===== src/rtl/fixed_point_pkg.sv =====
// Shared types and helpers for the fixed-point accumulate/requantize stages.
// Provides the accumulator FSM states, accumulator width and saturation limits.
package fixed_point_pkg;

    typedef enum logic [1:0] {
        S_ACC = 2'd0,
        S_RND = 2'd1,
        S_OUT = 2'd2
    } acc_state_e;

    function automatic int acc_width(input int prod_w, input int guard);
        return prod_w + guard;
    endfunction

    // Valid for widths up to 63 bits.
    function automatic longint sat_max(input int w);
        return (longint'(1) <<< (w - 1)) - 1;
    endfunction

    function automatic longint sat_min(input int w);
        return -(longint'(1) <<< (w - 1));
    endfunction

endpackage


===== src/rtl/fixed_point_accumulator_if.sv =====
// Product-in / word-out valid-ready bundle around fixed_point_accumulator.
// slave: the accumulator view; master: the upstream/downstream view.
interface fixed_point_accumulator_if #(
    parameter int PROD_WIDTH = 32,
    parameter int WORD_WIDTH = 16
);
    logic [PROD_WIDTH-1:0] in_data;
    logic                  in_valid;
    logic                  in_ready;
    logic [WORD_WIDTH-1:0] out_data;
    logic                  out_sat;
    logic                  out_valid;
    logic                  out_ready;

    modport slave (
        input  in_data, in_valid, out_ready,
        output in_ready, out_data, out_sat, out_valid
    );

    modport master (
        output in_data, in_valid, out_ready,
        input  in_ready, out_data, out_sat, out_valid
    );
endinterface


===== src/rtl/fixed_point_round_sat.sv =====
// Combinational requantizer: round-half-up by FRAC_BITS, then saturate to OUT_WIDTH.
// Ports: acc_in (signed IN_WIDTH), data_out (signed OUT_WIDTH), sat_out (clipped flag).
module fixed_point_round_sat
    import fixed_point_pkg::*;
#(
    parameter int IN_WIDTH  = 40,
    parameter int OUT_WIDTH = 16,
    parameter int FRAC_BITS = 8
) (
    input  logic signed [IN_WIDTH-1:0]  acc_in,
    output logic signed [OUT_WIDTH-1:0] data_out,
    output logic                        sat_out
);
    // One extra bit so the rounding add can never wrap.
    localparam int EW = IN_WIDTH + 1;
    localparam logic signed [EW-1:0] MAX_V = EW'(sat_max(OUT_WIDTH));
    localparam logic signed [EW-1:0] MIN_V = EW'(sat_min(OUT_WIDTH));

    logic signed [EW-1:0] ext;
    logic signed [EW-1:0] rnd;

    assign ext = {acc_in[IN_WIDTH-1], acc_in};

    if (FRAC_BITS > 0) begin : g_rnd
        localparam logic signed [EW-1:0] HALF = EW'(1) <<< (FRAC_BITS - 1);
        logic signed [EW-1:0] sum;
        assign sum = ext + HALF;
        assign rnd = sum >>> FRAC_BITS;
    end else begin : g_pass
        assign rnd = ext;
    end

    always_comb begin
        sat_out  = 1'b0;
        data_out = rnd[OUT_WIDTH-1:0];
        if (rnd > MAX_V) begin
            sat_out  = 1'b1;
            data_out = MAX_V[OUT_WIDTH-1:0];
        end else if (rnd < MIN_V) begin
            sat_out  = 1'b1;
            data_out = MIN_V[OUT_WIDTH-1:0];
        end
    end

endmodule


===== src/rtl/fixed_point_accumulator.sv =====
// Sums a window of cfg_acc_len signed products, then rounds/saturates to a Q-format word.
// Ports: clk, rst_n (async low), cfg_acc_len, bus (slave: in_* products, out_* words).
module fixed_point_accumulator
    import fixed_point_pkg::*;
#(
    parameter int WORD_WIDTH_IN = 16,
    parameter int PROD_WIDTH    = 2 * WORD_WIDTH_IN,
    parameter int FRAC_BITS     = 8,
    parameter int ACC_GUARD     = 8,
    parameter int LEN_WIDTH     = 8
) (
    input  logic                 clk,
    input  logic                 rst_n,
    input  logic [LEN_WIDTH-1:0] cfg_acc_len,
    fixed_point_accumulator_if.slave bus
);
    localparam int ACC_WIDTH = acc_width(PROD_WIDTH, ACC_GUARD);

    // Guard bits must cover the longest window so the sum cannot overflow.
    if (LEN_WIDTH > ACC_GUARD) begin : g_bad_len
        $fatal(1, "LEN_WIDTH must not exceed ACC_GUARD");
    end

    acc_state_e                  state_q, state_d;
    logic signed [ACC_WIDTH-1:0] acc_q, acc_d;
    logic [LEN_WIDTH-1:0]        cnt_q, cnt_d;
    logic [LEN_WIDTH-1:0]        len_q, len_d;
    logic [WORD_WIDTH_IN-1:0]    out_data_q, out_data_d;
    logic                        out_sat_q, out_sat_d;

    logic signed [ACC_WIDTH-1:0]     in_ext;
    logic signed [WORD_WIDTH_IN-1:0] rs_data;
    logic                            rs_sat;
    logic [LEN_WIDTH-1:0]            cfg_len;
    logic [LEN_WIDTH-1:0]            eff_len;
    logic                            accept;
    logic                            last;

    assign in_ext = {{ACC_GUARD{bus.in_data[PROD_WIDTH-1]}}, bus.in_data};

    // A zero length acts as a one-beat window.
    assign cfg_len = (cfg_acc_len == '0) ? LEN_WIDTH'(1) : cfg_acc_len;
    // Length is live on the first beat, latched for the rest of the window.
    assign eff_len = (cnt_q == '0) ? cfg_len : len_q;
    assign last    = (cnt_q == eff_len - LEN_WIDTH'(1));

    assign bus.in_ready  = rst_n && (state_q == S_ACC);
    assign accept        = bus.in_valid && bus.in_ready;
    assign bus.out_valid = (state_q == S_OUT);
    assign bus.out_data  = out_data_q;
    assign bus.out_sat   = out_sat_q;

    fixed_point_round_sat #(
        .IN_WIDTH  (ACC_WIDTH),
        .OUT_WIDTH (WORD_WIDTH_IN),
        .FRAC_BITS (FRAC_BITS)
    ) u_round_sat (
        .acc_in   (acc_q),
        .data_out (rs_data),
        .sat_out  (rs_sat)
    );

    always_comb begin
        state_d    = state_q;
        acc_d      = acc_q;
        cnt_d      = cnt_q;
        len_d      = len_q;
        out_data_d = out_data_q;
        out_sat_d  = out_sat_q;
        unique case (state_q)
            S_ACC: begin
                if (accept) begin
                    acc_d = acc_q + in_ext;
                    if (cnt_q == '0) begin
                        len_d = cfg_len;
                    end
                    if (last) begin
                        state_d = S_RND;
                        cnt_d   = '0;
                    end else begin
                        cnt_d = cnt_q + LEN_WIDTH'(1);
                    end
                end
            end
            S_RND: begin
                out_data_d = rs_data;
                out_sat_d  = rs_sat;
                state_d    = S_OUT;
            end
            S_OUT: begin
                if (bus.out_ready) begin
                    acc_d   = '0;
                    state_d = S_ACC;
                end
            end
            default: begin
                state_d = S_ACC;
            end
        endcase
    end

    always_ff @(posedge clk or negedge rst_n) begin
        if (!rst_n) begin
            state_q    <= S_ACC;
            acc_q      <= '0;
            cnt_q      <= '0;
            len_q      <= '0;
            out_data_q <= '0;
            out_sat_q  <= 1'b0;
        end else begin
            state_q    <= state_d;
            acc_q      <= acc_d;
            cnt_q      <= cnt_d;
            len_q      <= len_d;
            out_data_q <= out_data_d;
            out_sat_q  <= out_sat_d;
        end
    end

endmodule


===== src/flat_wrapper.sv =====
// flat-port wrapper written by rule: the top's interface ports become plain ports
module fixed_point_accumulator_flat import fixed_point_pkg::*;
#(
    parameter int WORD_WIDTH_IN = 16,
    parameter int PROD_WIDTH    = 2 * WORD_WIDTH_IN,
    parameter int FRAC_BITS     = 8,
    parameter int ACC_GUARD     = 8,
    parameter int LEN_WIDTH     = 8
)
  (clk, rst_n, cfg_acc_len, bus_in_data, bus_in_valid, bus_out_ready, bus_in_ready, bus_out_data, bus_out_sat, bus_out_valid);
  fixed_point_accumulator_if #(.PROD_WIDTH(PROD_WIDTH)) bus_i ();
  input  logic clk;
  input  logic rst_n;
  input  logic [LEN_WIDTH-1:0] cfg_acc_len;
  input wire logic [$bits(bus_i.in_data)-1:0] bus_in_data;
  input wire logic [$bits(bus_i.in_valid)-1:0] bus_in_valid;
  input wire logic [$bits(bus_i.out_ready)-1:0] bus_out_ready;
  output wire logic [$bits(bus_i.in_ready)-1:0] bus_in_ready;
  output wire logic [$bits(bus_i.out_data)-1:0] bus_out_data;
  output wire logic [$bits(bus_i.out_sat)-1:0] bus_out_sat;
  output wire logic [$bits(bus_i.out_valid)-1:0] bus_out_valid;
  assign bus_i.in_data = bus_in_data;
  assign bus_i.in_valid = bus_in_valid;
  assign bus_i.out_ready = bus_out_ready;
  assign bus_in_ready = bus_i.in_ready;
  assign bus_out_data = bus_i.out_data;
  assign bus_out_sat = bus_i.out_sat;
  assign bus_out_valid = bus_i.out_valid;
  fixed_point_accumulator #(.WORD_WIDTH_IN(WORD_WIDTH_IN), .PROD_WIDTH(PROD_WIDTH), .FRAC_BITS(FRAC_BITS), .ACC_GUARD(ACC_GUARD), .LEN_WIDTH(LEN_WIDTH)) u_core (.clk(clk), .rst_n(rst_n), .cfg_acc_len(cfg_acc_len), .bus(bus_i));
endmodule

===== config.mk =====
export PLATFORM = sky130hd
export DESIGN_NAME = fixed_point_accumulator_flat
export DESIGN_NICKNAME = d
export VERILOG_FILES = /design/src/rtl/fixed_point_pkg.sv /design/src/rtl/fixed_point_accumulator_if.sv /design/src/rtl/fixed_point_round_sat.sv /design/src/rtl/fixed_point_accumulator.sv /design/src/flat_wrapper.sv
export SDC_FILE = /design/constraint.sdc
export NUM_CORES = 1
export LEC_CHECK = 0
export ABC_CLOCK_PERIOD_IN_PS = 3300
export CAP_MARGIN = 40
export CORE_MARGIN = 3
export CORE_UTILIZATION = 58
export DETAILED_ROUTE_END_ITERATION = 6
export PLACE_DENSITY_LB_ADDON = 0.05
export RECOVER_POWER = 100
export REMOVE_ABC_BUFFERS = 1
export SLEW_MARGIN = 25
export SYNTH_ARGS = -nofsm -noshare
export SYNTH_HDL_FRONTEND = slang
export SYNTH_HIERARCHICAL = 1
export SYNTH_SLANG_ARGS = --single-unit

===== constraint.sdc =====
create_clock -name clk -period 3.3 [get_ports clk]
set_input_delay 0.99 -clock clk [delete_from_list [all_inputs] [get_ports clk]]
set_output_delay 0.99 -clock clk [all_outputs]
set_load 0.05 [all_outputs]

* Word level (Yosys, flattened, before mapping)
Cells that the tools add are included.
Storage, ports and cells: register bits after elaboration 75, latch bits 0, bits in writable memories 0, ROM bits 0, input port bits 44, output and inout port bits 19, memories kept 0
Cells by class: add/subtract/negate cells 4, $mul 0, div/mod/pow operators 0, order comparisons 2, equal/unequal tests 6, shift-type cells 0, mux-type cells 14, bitwise operators 0, reductions and logical operators 9
Operator list (number):
- two-way mux 40 bit | 2
- case mux 40 bit (2 select lines) | 1
- adder 40 x 9 -> 41 bit (second input constant) | 1
- adder 40 x 32 -> 40 bit | 1
- > comparator 33 x 16 -> 1 bit (second input constant) | 1
- < comparator 33 x 16 -> 1 bit (second input constant) | 1
- two-way mux 16 bit | 2
- two-way mux 8 bit | 3
- logical NOT 8 bit | 2
- adder 8 x 1 -> 8 bit (second input constant) | 1
- == test 8 bit | 1
- subtractor 8 x 1 -> 8 bit (second input constant) | 1
- two-way mux 2 bit | 3
- case mux 2 bit (3 select lines) | 1
- AND reduction 3 bit | 2
- inequality test 2 x 1 -> 1 bit (second input constant) | 2
- == test 2 x 1 -> 1 bit (second input constant) | 1
- == test 2 bit (second input constant) | 1
- logical AND 1 bit | 2
- logical NOT 2 bit | 1
- two-way mux 1 bit | 2
- inequality test 2 bit (second input constant) | 1
- AND reduction 2 bit | 1
- nonzero test 2 bit | 1

* Depth between registers and ports, before layout
depth in word-level cells 8, mapped depth 15, mapped depth without buffers 14

* Modules after synthesis
Netlist, hierarchy kept.
Modules (own cells, without submodules):
- fixed_point_accumulator | instances 1, cells an instance 534, area each 5048.6 µm², sequential area each 1876.8 µm²
- fixed_point_round_sat | instances 1, cells an instance 169, area each 1138.6 µm², sequential area each 0.0 µm²

* Worst setup path after synthesis
Ideal clock, no wire load.
kind input -> register, start point in bus_in_data[0], end point reg u_core.acc_q[36], arrival time 3.377 ns, required time 3.170 ns, slack -0.207 ns, stages on the path 12, buffers on the path 0, path through ha_1 -> fa_1 -> a21o_1 -> a221o_1 -> nand3_1 -> a31oi_1 -> nor2_1 -> o21a_1 -> nor3_1 -> a2111oi_0 -> xor2_1 -> o21ai_1
On the way: longest elaborated chain between the ends 3
RTL lines:
- start: declaration | line flat_wrapper.sv:15 | input wire logic [$bits(bus_i.in_data)-1:0] bus_in_data;
- adder 40 x 32 -> 40 bit | line fixed_point_accumulator.sv:73 | acc_d = acc_q + in_ext;
- two-way mux 40 bit | line fixed_point_accumulator.sv:72 | if (accept) begin
- case mux 40 bit (2 select lines) | line fixed_point_accumulator.sv:70 | unique case (state_q)
- end signal: assignment | line fixed_point_accumulator.sv:105 | acc_q <= '0;
- end signal: assignment | line fixed_point_accumulator.sv:112 | acc_q <= acc_d;
- end: declaration | line fixed_point_accumulator.sv:25 | logic signed [ACC_WIDTH-1:0] acc_q, acc_d;
No other way between the ends. The select of a mux whose other input is x is not followed. A chain may end at the register's enable or synchronous reset.

* Final worst setup path
start point in bus_in_data[14], end point reg u_core.acc_q[32]
Same word-level chain as after synthesis.

==> flow_metrics.py <==
metrics = {
    "global_routing": {
        "grt_usage_pct": 31.1,
        "grt_start_max_net_pins": 58,
        "grt_first_pass_wirelength_um": 29400,
        "grt_pass1_vias": 6195,
        "grt_overflow": 0,
        "antenna_found_initial": 0,
    },
    "timing": {
        "max-slew-margin-rel_pct": 31.8,
        "slew_violations": 0,
        "report.final.hold_viol_count": 0,
        "worst_slew_pin_slew_ns": 1.02,
        "timing.clock.skew_ns": 0.0136,
        "setup_slack_ns": -0.00420,
        "timing.final.crit_period_ns": 3.30,
        "period_share_pct": 100,
        "hold_ws_ns": 0.503,
        "fmax_mhz": 303,
        "setup_viol": 1,
    },
    "worst_setup_path": {
        "critPathMaxFanout": 3,
        "crit_arrival_ns": 3.54,
        "cp_data_required_time_ns": 3.54,
        "critPathKind": "input pin to flip-flop",
        "critical_path.endpoint_type": "flip-flop",
        "timing.critical_path.from_type": "input pin",
    },
    "cells_and_area": {
        "layout_overhead_on_the_synthesized_area_pct": 38.4,
        "layout-drive-gt1-share_pct": 30.4,
        "diodes": 0,
        "fillCellCount": 651,
        "finish.net_count": 961,
        "postLayoutCellArea_sq_um": 8560,
    },
    "detailed_routing": {
        "detail-route-antenna-nets": 0,
        "viasPerCell": 6.37,
        "detail_route.drc_violations": 0,
        "routed_wire_length_per_instance_um": 19.1,
        "drtIter0Drc": 564,
        "total_number_of_vias": 6458,
        "drt-total-wl_um": 19300,
        "detailedRoute.firstPassIterationCount": 7,
    },
    "min_path": {
        "worstHoldPathType": "flip-flop to flip-flop",
    },
    "place": {
        "gp_congestion": 0.883,
        "placed_area_sq_um": 7700,
        "detailed_place_hpwl_um": 13000,
        "port-buffer-count": 62,
    },
    "clock_network": {
        "cts_root_buffer": "clkbuf_8",
        "tritoncts.num_buffers": 9,
        "cts_buffer_depth": 2,
        "cts.htree.levels": 3,
        "cts_sinks": 75,
        "cts_tree": "yes",
        "insertion_delay_ns": 0.36,
        "post_cts_hold_buffer_count": 0,
        "clkSlewWorstSetupHoldPaths_ns": 0.09,
    },
    "synth": {
        "synth_area_per_cell_sq_um": 8.80,
        "share_of_cell_area_taken_by_muxes_after_synthesis_pct": 5.82,
        "synth-adder-area-share_pct": 9.02,
        "synth_cell_type_count": 64,
        "synth_async_sr_flop_share_pct": 100,
        "main_combinational_cell_family_by_area_after_synthesis": "compound AO/OA/AOI/OAI gates",
        "synthTopCellsByArea": "dfrtp_1 30%, ha_1 8.7%, xnor2_1 4.8%",
        "synth_commonest_cells": "75 x dfrtp_1, 75 x nand2_1, 59 x o21ai_0",
        "post_synth_and_or_nand_nor_area_fraction_pct": 20.5,
        "synth_xor_area_share_pct": 9.48,
        "ys_seq_area_share_pct": 30.3,
        "yosysWarningCount": 6,
        "synthesis.area_sq_um": 6190,
        "yosys_most_used_dff": "dfrtp_1",
        "synth-edff-count": 0,
        "yosys_register_bits": 75,
        "synth_top_area_share_pct": 30.3,
        "synth_compound_gate_area_share_pct": 21.7,
        "postSynthCellCount": 703,
        "post-synth-top-area-cell": "dfrtp_1",
    },
    "floorplanning": {
        "fp.dieArea_sq_um": 11900,
        "fp.dieW_um": 109,
        "initial_utilization_pct": 59.7,
        "core-area_sq_um": 10400,
        "top_level_ports": 63,
        "die_h_um": 109,
        "num_rows": 37,
    },
    "power_and_ir_drop": {
        "p_leak_nw": 3.83,
        "power.density_cell_area_nw_per_um2": 930,
        "vdd_drop_max_v": 0.000582,
    },
    "outcome": {
        "violations_in_the_final_reports": "setup timing",
        "status": "finished, violations left",
    },
    "job": {
        "cap_viol_max_count": 0,
    },
}
-- kinds of logic after synthesis --
group,count (synthesis)
AND/OR/NAND/NOR,241
adder cells (fa/ha/maj),44
XOR/XNOR,67
buffers and inverters,45
multiplexers,33
AO/OA/AOI/OAI,198
flip-flops,75
-- metal layers --
layer,vias up,wire length [um],track usage (%),share of wire [%]
met5,-,0,0,0
met4,0,690,13.6,3.6
met3,75,1330,5.33,6.9
met2,325,9760,54.8,51
met1,3107,7540,37.0,39
li1,2951,-,-,-
-- per-stage QoR --
stage	setup slack (ns)	util, %	std cells	TNS [ns]	power (mW)
finish	-0.00420	82.6	1014	-0.00420	7.97
global route	-0.0573	82.6	1014	-0.185	8.49
CTS	0.00683	79.7	1006	0	7.50
detailed placement	-0.990	74.3	982	-19.73	6.44
global placement	-0.806	74.1	981	-16.62	6.25
floorplan	-0.541	-	677	-21.53	4.75
-- path summary, 6_finish.rpt --
kind                                    startpoint                 endpoint  cells past startpoint  slack, ns
max                                bus_in_data[14]         u_core/acc_q[32]                     13     -0.004
min                        u_core/bus.out_data[15]  u_core/bus.out_data[15]                      1       0.50
max reg2reg                       u_core/acc_q[14]   u_core/bus.out_data[6]                     10       0.12
min reg2reg                u_core/bus.out_data[15]  u_core/bus.out_data[15]                      1       0.50
max in group asynchronous                    rst_n         u_core/acc_q[20]                      4       0.53
min in group asynchronous                    rst_n          u_core/acc_q[0]                      2       1.00
-- report_power, final --
| group | leakage (nW) | internal, mW | switching [mW] |
|---|---|---|---|
| Combinational | 2.79 | 2.62 | 2.76 |
| Sequential | 0.960 | 1.30 | 0.611 |
| Clock | 0.0859 | 0.297 | 0.380 |
| Total | 3.83 | 4.21 | 3.75 |
-- area by class of cell --
cell class                 count  area [sq um]  area share, %
multi-input combinational    583          4690           54.8
sequential                    75          1880           21.9
timing repair buffer         185          1580           18.4
tap                          136           170           1.99
clock buffer                  11           141           1.65
inverter                      19          71.3          0.833
clock inverter                 5          37.5          0.438
-- sequential cells by signal (all words and copies together) (netlist names) --
| name | flops |
|---|---|
| u_core/bus.out_sat | 1 |
| u_core/acc_q | 40 |
| u_core/bus.out_data | 16 |
| u_core/len_q | 8 |
| u_core/cnt_q | 8 |
| u_core/state_q | 2 |
-- repair_timing --
| action | CTS | global route |
|---|---|---|
| setup buffers | 8 | 8 |
| endpoints found under the setup margin | 31 | 40 |
| hold endpoints to repair | 0 | 0 |
| resized for setup | 82 | 57 |
| pin swaps | 50 | 49 |
| gates cloned | 0 | 0 |
-- cells in the final DEF, fill, tap and decap left out, types with 9 or more instances in the layout --
master | synthesis | routed
nor2_1 | 33 | 26
a21o_1 | 20 | 20
xnor2_1 | 34 | 33
dlygate4sd3_1 | 0 | 18
a21oi_2 | 1 | 10
inv_1 | 19 | 19
nand3_1 | 29 | 26
buf_4 | 2 | 115
ha_1 | 43 | 20
nand4_1 | 22 | 22
mux2_2 | 24 | 24
nand2_1 | 75 | 74
a21oi_1 | 42 | 31
mux2i_1 | 9 | 9
ha_4 | 0 | 20
nor3_1 | 17 | 13
o21ai_0 | 59 | 45
clkbuf_8 | 0 | 10
clkdlybuf4s50_1 | 0 | 14
dlymetal6s2s_1 | 0 | 9
xor2_1 | 33 | 32
o21ai_1 | 4 | 11
dfrtp_1 | 75 | 74
o22ai_2 | 10 | 10
dlygate4sd2_1 | 0 | 16
-- worst max-delay path, stage by stage --
cell and delay (ns):
dlygate4sd2_1 0.27, ha_4 0.30, nand4_1 0.18, or4_4 0.59
a31oi_4 0.23, nor2_4 0.07, o21a_4 0.24, buf_4 0.14
buf_4 0.13, o21ai_2 0.14, nor2_2 0.05, xnor2_1 0.15
o21ai_1 0.07
Power figures use the tool's default switching activity.
